**config.mk**
```make
export PLATFORM = sky130hd
export DESIGN_NAME = regfile_mp
export DESIGN_NICKNAME = d
export VERILOG_FILES = /design/src/rtl/regfile_pkg.sv /design/src/rtl/regfile_mp_scoreboard.sv /design/src/rtl/regfile_mp.sv
export SDC_FILE = /design/constraint.sdc
export NUM_CORES = 2
export LEC_CHECK = 0
export CORE_UTILIZATION = 35
export DETAILED_ROUTE_END_ITERATION = 16
export MAX_ROUTING_LAYER = met4
export PLACE_DENSITY = 0.61
export SYNTH_ARGS = -nofsm -noshare
export SYNTH_HDL_FRONTEND = slang
export SYNTH_SLANG_ARGS = --single-unit
```
**constraint.sdc**
```tcl
create_clock -name clk -period 7.48 [get_ports clk]
set_input_delay 1.496 -clock clk [delete_from_list [all_inputs] [get_ports clk]]
set_output_delay 1.496 -clock clk [all_outputs]
set_load 0.01 [all_outputs]
```
**src/rtl/regfile_pkg.sv**
```systemverilog
// Shared defaults and types for the multi-port register file.
package regfile_pkg;
  localparam int XLEN_DEFAULT  = 32;
  localparam int NREGS_DEFAULT = 32;
  localparam int AW_DEFAULT    = $clog2(NREGS_DEFAULT);

  typedef logic [AW_DEFAULT-1:0]   reg_addr_t;
  typedef logic [XLEN_DEFAULT-1:0] xlen_t;
endpackage

```
**src/rtl/regfile_mp_scoreboard.sv**
```systemverilog
// Per-register busy scoreboard for RAW hazard detection, plus a registered
// any_busy summary flag. Register 0 is never busy.
module regfile_mp_scoreboard
  import regfile_pkg::*;
#(
  parameter  int NREGS = NREGS_DEFAULT,
  parameter  int NWR   = 2,
  localparam int AW    = $clog2(NREGS)
) (
  input  logic              clk,
  input  logic              reset,
  input  logic              iss_valid,
  input  logic [AW-1:0]     iss_rd,
  input  logic              flush,
  input  logic [NWR-1:0]    we,
  input  logic [NWR*AW-1:0] wa,
  output logic [NREGS-1:0]  busy,
  output logic              any_busy
);

  logic [NREGS-1:0] busy_nxt;

  // Priority, lowest to highest: writeback clear, issue set, flush.
  // An issue beats a same-cycle writeback because a newer producer is in flight.
  always_comb begin
    busy_nxt = busy;
    for (int j = 0; j < NWR; j++) begin
      if (we[j]) busy_nxt[wa[j*AW +: AW]] = 1'b0;
    end
    if (iss_valid) busy_nxt[iss_rd] = 1'b1;
    if (flush) busy_nxt = '0;
    busy_nxt[0] = 1'b0;
  end

  always_ff @(posedge clk or negedge reset) begin
    if (!reset) begin
      busy     <= '0;
      any_busy <= 1'b0;
    end else begin
      busy     <= busy_nxt;
      any_busy <= |busy;
    end
  end

endmodule

```
**src/rtl/regfile_mp.sv**
```systemverilog
// Multi-port integer register file with busy scoreboard.
// Optional write-through forwarding when REGFILE_MP_BYPASS_EN is defined.
module regfile_mp
  import regfile_pkg::*;
#(
  parameter  int XLEN  = XLEN_DEFAULT,
  parameter  int NREGS = NREGS_DEFAULT,
  parameter  int NRD   = 2,
  parameter  int NWR   = 2,
  localparam int AW    = $clog2(NREGS)
) (
  input  logic                clk,
  input  logic                reset,
  input  logic [NWR-1:0]      we,
  input  logic [NWR*AW-1:0]   wa,
  input  logic [NWR*XLEN-1:0] wd,
  input  logic [NRD*AW-1:0]   ra,
  output logic [NRD*XLEN-1:0] rd,
  output logic [NRD-1:0]      rbusy,
  input  logic                iss_valid,
  input  logic [AW-1:0]       iss_rd,
  input  logic                flush,
  output logic                any_busy
);

  logic [XLEN-1:0]  rf [NREGS];
  logic [NREGS-1:0] busy;

  regfile_mp_scoreboard #(
    .NREGS (NREGS),
    .NWR   (NWR)
  ) u_scoreboard (
    .clk       (clk),
    .reset     (reset),
    .iss_valid (iss_valid),
    .iss_rd    (iss_rd),
    .flush     (flush),
    .we        (we),
    .wa        (wa),
    .busy      (busy),
    .any_busy  (any_busy)
  );

  // Higher-index ports are assigned later, so they win address conflicts.
  always_ff @(posedge clk or negedge reset) begin
    if (!reset) begin
      for (int k = 0; k < NREGS; k++) rf[k] <= '0;
    end else begin
      for (int j = 0; j < NWR; j++) begin
        if (we[j] && (wa[j*AW +: AW] != '0)) rf[wa[j*AW +: AW]] <= wd[j*XLEN +: XLEN];
      end
    end
  end

  logic [AW-1:0] raddr;
`ifdef REGFILE_MP_BYPASS_EN
  logic          byp;
`endif

  always_comb begin
    rd    = '0;
    rbusy = '0;
    raddr = '0;
`ifdef REGFILE_MP_BYPASS_EN
    byp   = 1'b0;
`endif
    for (int i = 0; i < NRD; i++) begin
      raddr = ra[i*AW +: AW];
      rd[i*XLEN +: XLEN] = (raddr == '0) ? '0 : rf[raddr];
      rbusy[i] = busy[raddr];
`ifdef REGFILE_MP_BYPASS_EN
      // Forward the highest-index matching write; a same-cycle issue keeps it busy.
      byp = 1'b0;
      for (int j = 0; j < NWR; j++) begin
        if (we[j] && (raddr != '0) && (wa[j*AW +: AW] == raddr)) begin
          rd[i*XLEN +: XLEN] = wd[j*XLEN +: XLEN];
          byp = 1'b1;
        end
      end
      if (byp && !(iss_valid && (iss_rd == raddr))) rbusy[i] = 1'b0;
`endif
    end
  end

endmodule

```
Yosys cells after proc, flatten, opt, wreduce, memory -nomap -nowiden --
Cells that the tools add are included.
Operators by class: reduce and logical (&&, ||, !) cells 12, $lt $le $gt $ge 14, mux-type cells 30, bitwise logic cells 9
Operator list (count):
- 1024-bit bitwise mux | 2
- 1024-bit two-way mux | 2
- 32-bit two-way mux | 12
- 32-bit binary-select mux with 5-bit select | 2
- 32-bit demux with 5-bit select | 2
- 32-bit bitwise AND | 2
- 32-bit inverter | 2
- 32-bit bitwise OR | 1
- 31-bit OR reduction | 1
- 5-bit by 6-bit < comparator with 1-bit output, second input constant | 5
- 6-bit greater-or-equal comparator, second input constant | 4
- 5-bit inverter with 6-bit output | 4
- 1-bit demux with 5-bit select | 3
- 5-bit by 1-bit greater-or-equal comparator with 1-bit output, second input constant | 3
- 6-bit by 1-bit < comparator with 1-bit output, second input constant | 2
- 1-bit binary-select mux with 5-bit select | 2
- 5-bit logical NOT | 2
- 5-bit nonzero test | 2
- 1-bit logical AND | 7
- 1-bit two-way mux | 5
Storage, ports and cells: register bits after elaboration 1056, bits of input ports 95

Depth between registers and ports, before layout --
depth after elaboration 12, depth in mapped cells 8

Hierarchy --
From an unflattened synthesis, not the netlist that was laid out.
Second synthesis, totals: cell total of the unflattened synthesis 6355, area total of the unflattened synthesis 65715.5 sq um
Modules (own cells, without submodules):
- regfile_mp | cells an instance 6172, area an instance 63925.1 sq um, times used 1
- regfile_mp_scoreboard | cells an instance 183, area an instance 1790.5 sq um, times used 1

Worst setup path before layout --
Ideal clock, no wire load.
path kind input port to output port, start in ra[6], end out rbusy[1], cell stages on the path 6, arrival 3137 ps, setup slack 2847 ps, path through buf_2 buf_4 buf_2 mux4_2 mux4_2 mux2_2
Between the ends: cells in the longest elaborated chain, start to end 2
RTL lines:
- from (decl) | RTL line regfile_mp.sv:17 | input logic [NRD*AW-1:0] ra,
- 1-bit binary-select mux with 5-bit select | RTL line regfile_mp.sv:70 | rbusy[i] = busy[raddr];
- 1-bit two-way mux (implied by the code) | RTL line regfile_mp.sv:70
- to (decl) | RTL line regfile_mp.sv:19 | output logic [NRD-1:0] rbusy,
Every way passes these cells. The select of a mux whose other input is x is not followed.

Final worst setup path --
start in ra[0], end out rd[12]
Between the ends: cells in the longest elaborated chain, start to end 5
RTL lines:
- 5-bit inverter with 6-bit output (implied by the code) | RTL line regfile_mp.sv:69 | rd[i*XLEN +: XLEN] = (raddr == '0) ? '0 : rf[raddr];
- 32-bit binary-select mux with 5-bit select | RTL line regfile_mp.sv:69
- 32-bit two-way mux (implied by the code) (2 in a row) | RTL line regfile_mp.sv:69
- 32-bit two-way mux * | RTL line regfile_mp.sv:69
- to (decl) | RTL line regfile_mp.sv:18 | output logic [NRD*XLEN-1:0] rd,
Every way passes the cells marked *; elsewhere a longest branch is shown, timed or not. The select of a mux whose other input is x is not followed.

==> results.md <==
* Status: complete, but fails checks
* Failing checks: max-capacitance violations, max-slew violations
* CP endpoint kind: output pin
* DR pass1 iterations at 8
* Top cell by count, worst path: buf_4
* Slew @ Worst Pin at 1530 ps
* Worst reg-to-reg path cell count at 3
* Vias in the first global route at 52500
* Sw frac at 0.319
* Power share of the combinational group at 0.257
* CP max stage cell: a311oi_1
* Avg Synthesized Cell Area at 10.5 um2
* Worst path arrival time at 5400 ps
* Gr usage total at 0.307
* Worst setup SP type: input pin
* Clock Sinks at 1056
* Routed vias at 55100
* Slew headroom at -0.0268
* RSZ-0062 raised after global routing: no
* Seq/Total Area, Yosys at 0.406
* Psw at 6.09 mW
* Req. time, crit path at 5980 ps
* Post-CTS Setup Bufs at 0
* Fin nets at 5997
* Die H at 433 um
* Largest net degree at the start of global routing at 154
* First-pass GRT wire length at 401 mm
* Core Box Area at 184000 um2
* Unique masters post-synth at 42
* Slew Limit Fails at 9
* Worst IR drop on VDD at 0.192 mV
* Max_cap viols at 2
* Peak Freq at 145 MHz
* P_int at 13.0 mW
* Clk root buf: clkbuf_16
* Number of antenna violations at the first check in global routing at 29
* Cells on Worst Hold Path at 0
* Final Hold Viols at 0
* DR vias/cell at 6.49
* Ports at 162
* Fin Hold WS at 395 ps
* Row count at 157
* Initial DRC Count at 8706
* Mapped Cells at 6199
* Commonest non-fill, non-tap cell in the layout: dfrtp_1
* Buf/Inv on CP at 4
* Period utilization at 0.922
* Final ANT Viol Nets at 0
* Clock Power Share at 0.304
* PD cells at 262 nW/um2
* Synth Cell Area at 65000 um2
* Design area at 72700 um2
* HP Class: reg -> reg
* Post-Route WL at 284 mm
* Clock Latency Late Sink at 750 ps
* Gr ovfl total at 0
* Post-synth net total at 6294
* Port-buffer cells at 161
* Initial Util at 0.354
* Post-synth top area share at 0.406
* GP Congestion at 0.966
* Period minus WS final at 6900 ps
* H-tree Lvls at 3
* Ranking of synthesized cells by area: dfrtp_1 41%, mux4_2 16%, mux2i_1 14%, o21ai_0 4.5%, a21oi_1 4.1%
* Worst Skew at 5.13 ps
* Ys Warns at 0
* Setup tns final at 0 ps
* Number of synthesized register bits at 1056
* Die area at 187000 um2
* # hold bufs at CTS at 0
* Leakage at 33.1 nW
* DP Area at 69000 um2
* CTS Buffer Depth at 3
* Fillcell total at 17600
* CP top delay family: buffers and inverters
* Post-DP HPWL at 170 mm
* Setup-failing EPs final at 0
* Critical path's largest stage delay at 1020 ps
* Post_cts resized at 0
* Area Overhead vs Synth at 11.8%
* Crit Path Max Fanout at 27
* Leading area contributor after synthesis: dfrtp_1
* # DRC at 0
* Total CTS buffers at 110
* Critical Path, Cell by Cell: buf_6 > buf_4 > nor2b_4 > buf_4 > a22oi_1 > a311oi_1 > clkdlybuf4s50_1
* Drt wl/cell at 33.5 um
* CTS tree: built
* Sequential Power Share at 0.439
* Clock-pin slew on the worst setup and hold paths at 70 ps
* Die width at 433 um
* Commonest cells after routing, fill and taps aside: 1056 x dfrtp_1, 931 x mux2i_1, 584 x o21ai_0
* Final total power at 19.1 mW
* Layout cells sized above 1 at 0.170
* Worst path depth at 7
* Critical path class: in -> out
==> cell type report <==
cell class,instances,area [um2],share of cell area
clock inverters,46,479,0.00659
diodes,35,87.6,0.00120
inverters,2,12.5,0.000172
multi-input cells,4371,36100,0.497
clock buffers,158,3180,0.0438
repair buffers,361,3330,0.0458
well taps,2464,3080,0.0424
flip-flops and latches,1056,26400,0.363
==> cells in the mapped netlist (all sizes together) <==
cell type	number
nand4	1
nand2	529
mux4	466
o2111ai	17
or3	2
clkbuf	559
and3	6
nor2b	70
a21o	1
o211a	9
a21boi	3
nor3	7
or2	5
a21oi	527
o2bb2ai	2
nor2	602
or3b	7
and3b	10
a22oi	232
nor3b	8
and4	1
nor4	7
a32oi	32
dfrtp	1056
mux2i	931
inv	2
and2	4
or4	3
a311oi	64
a211oi	64
o21ai	584
a221oi	59
nand3	32
nand3b	16
nand2b	4
buf	211
mux2	66
==> power groups by stage <==
| stage | clock network, mW | registers, mW | logic (mW) |
|---|---|---|---|
| 3_5_place_dp | 0 | 8.38 | 4.80 |
| 5_1_grt | 6.03 | 8.49 | 5.22 |
| 4_1_cts | 5.82 | 8.28 | 4.81 |
| 3_3_place_gp | 0 | 8.29 | 4.68 |
| 6_report | 5.80 | 8.37 | 4.90 |
| 2_1_floorplan | 0 | 7.93 | 3.46 |
==> registers in the layout, summed over array words and instances (netlist names) <==
name,cells
rf,1024
u_scoreboard.any_busy,1
u_scoreboard.busy,31
==> path summary, 6_finish.rpt <==
| kind | start | endpoint | slack (ps) |
|---|---|---|---|
| setup / recovery | ra[0] | rd[12] | 580 |
| setup reg to reg | u_scoreboard.busy[10] | u_scoreboard.any_busy | 5990 |
| hold reg to reg | rf[995] | rf[995] | 400 |
| min in group asynchronous | reset | rf[890] | 800 |
| max in group asynchronous | reset | rf[757] | 5010 |
| hold / removal | rf[995] | rf[995] | 400 |
==> stage by stage <==
stage,utilization,setup slack (ps),cells
global route,0.395,695,8488
global placement,0.375,832,8254
floorplan,-,2850,6199
CTS,0.395,799,8458
finish,0.395,582,8493
detailed placement,0.375,815,8254
==> per-layer routing <==
layer  vias up  routed length [um]  global-route usage
met2      4162              127000               0.450
met4         0               23400               0.223
met5         -                   0                   -
met1     27500              102000               0.365
li1      22300                   -                   -
met3      1109               32500              0.0794
==> cell families (layout without fill, tap and decap cells) <==
kind of cell | Yosys count | after routing | synth area share
AOI/OAI and AO/OA | 1594 | 1594 | 0.145
muxes | 1463 | 1463 | 0.316
and+or+nand+nor | 1314 | 1314 | 0.0836
DFF | 1056 | 1056 | 0.406
buffers and inverters | 772 | 567 | 0.0487
other | 0 | 35 | 0
Note: power is estimated with default switching activity, not from simulation.
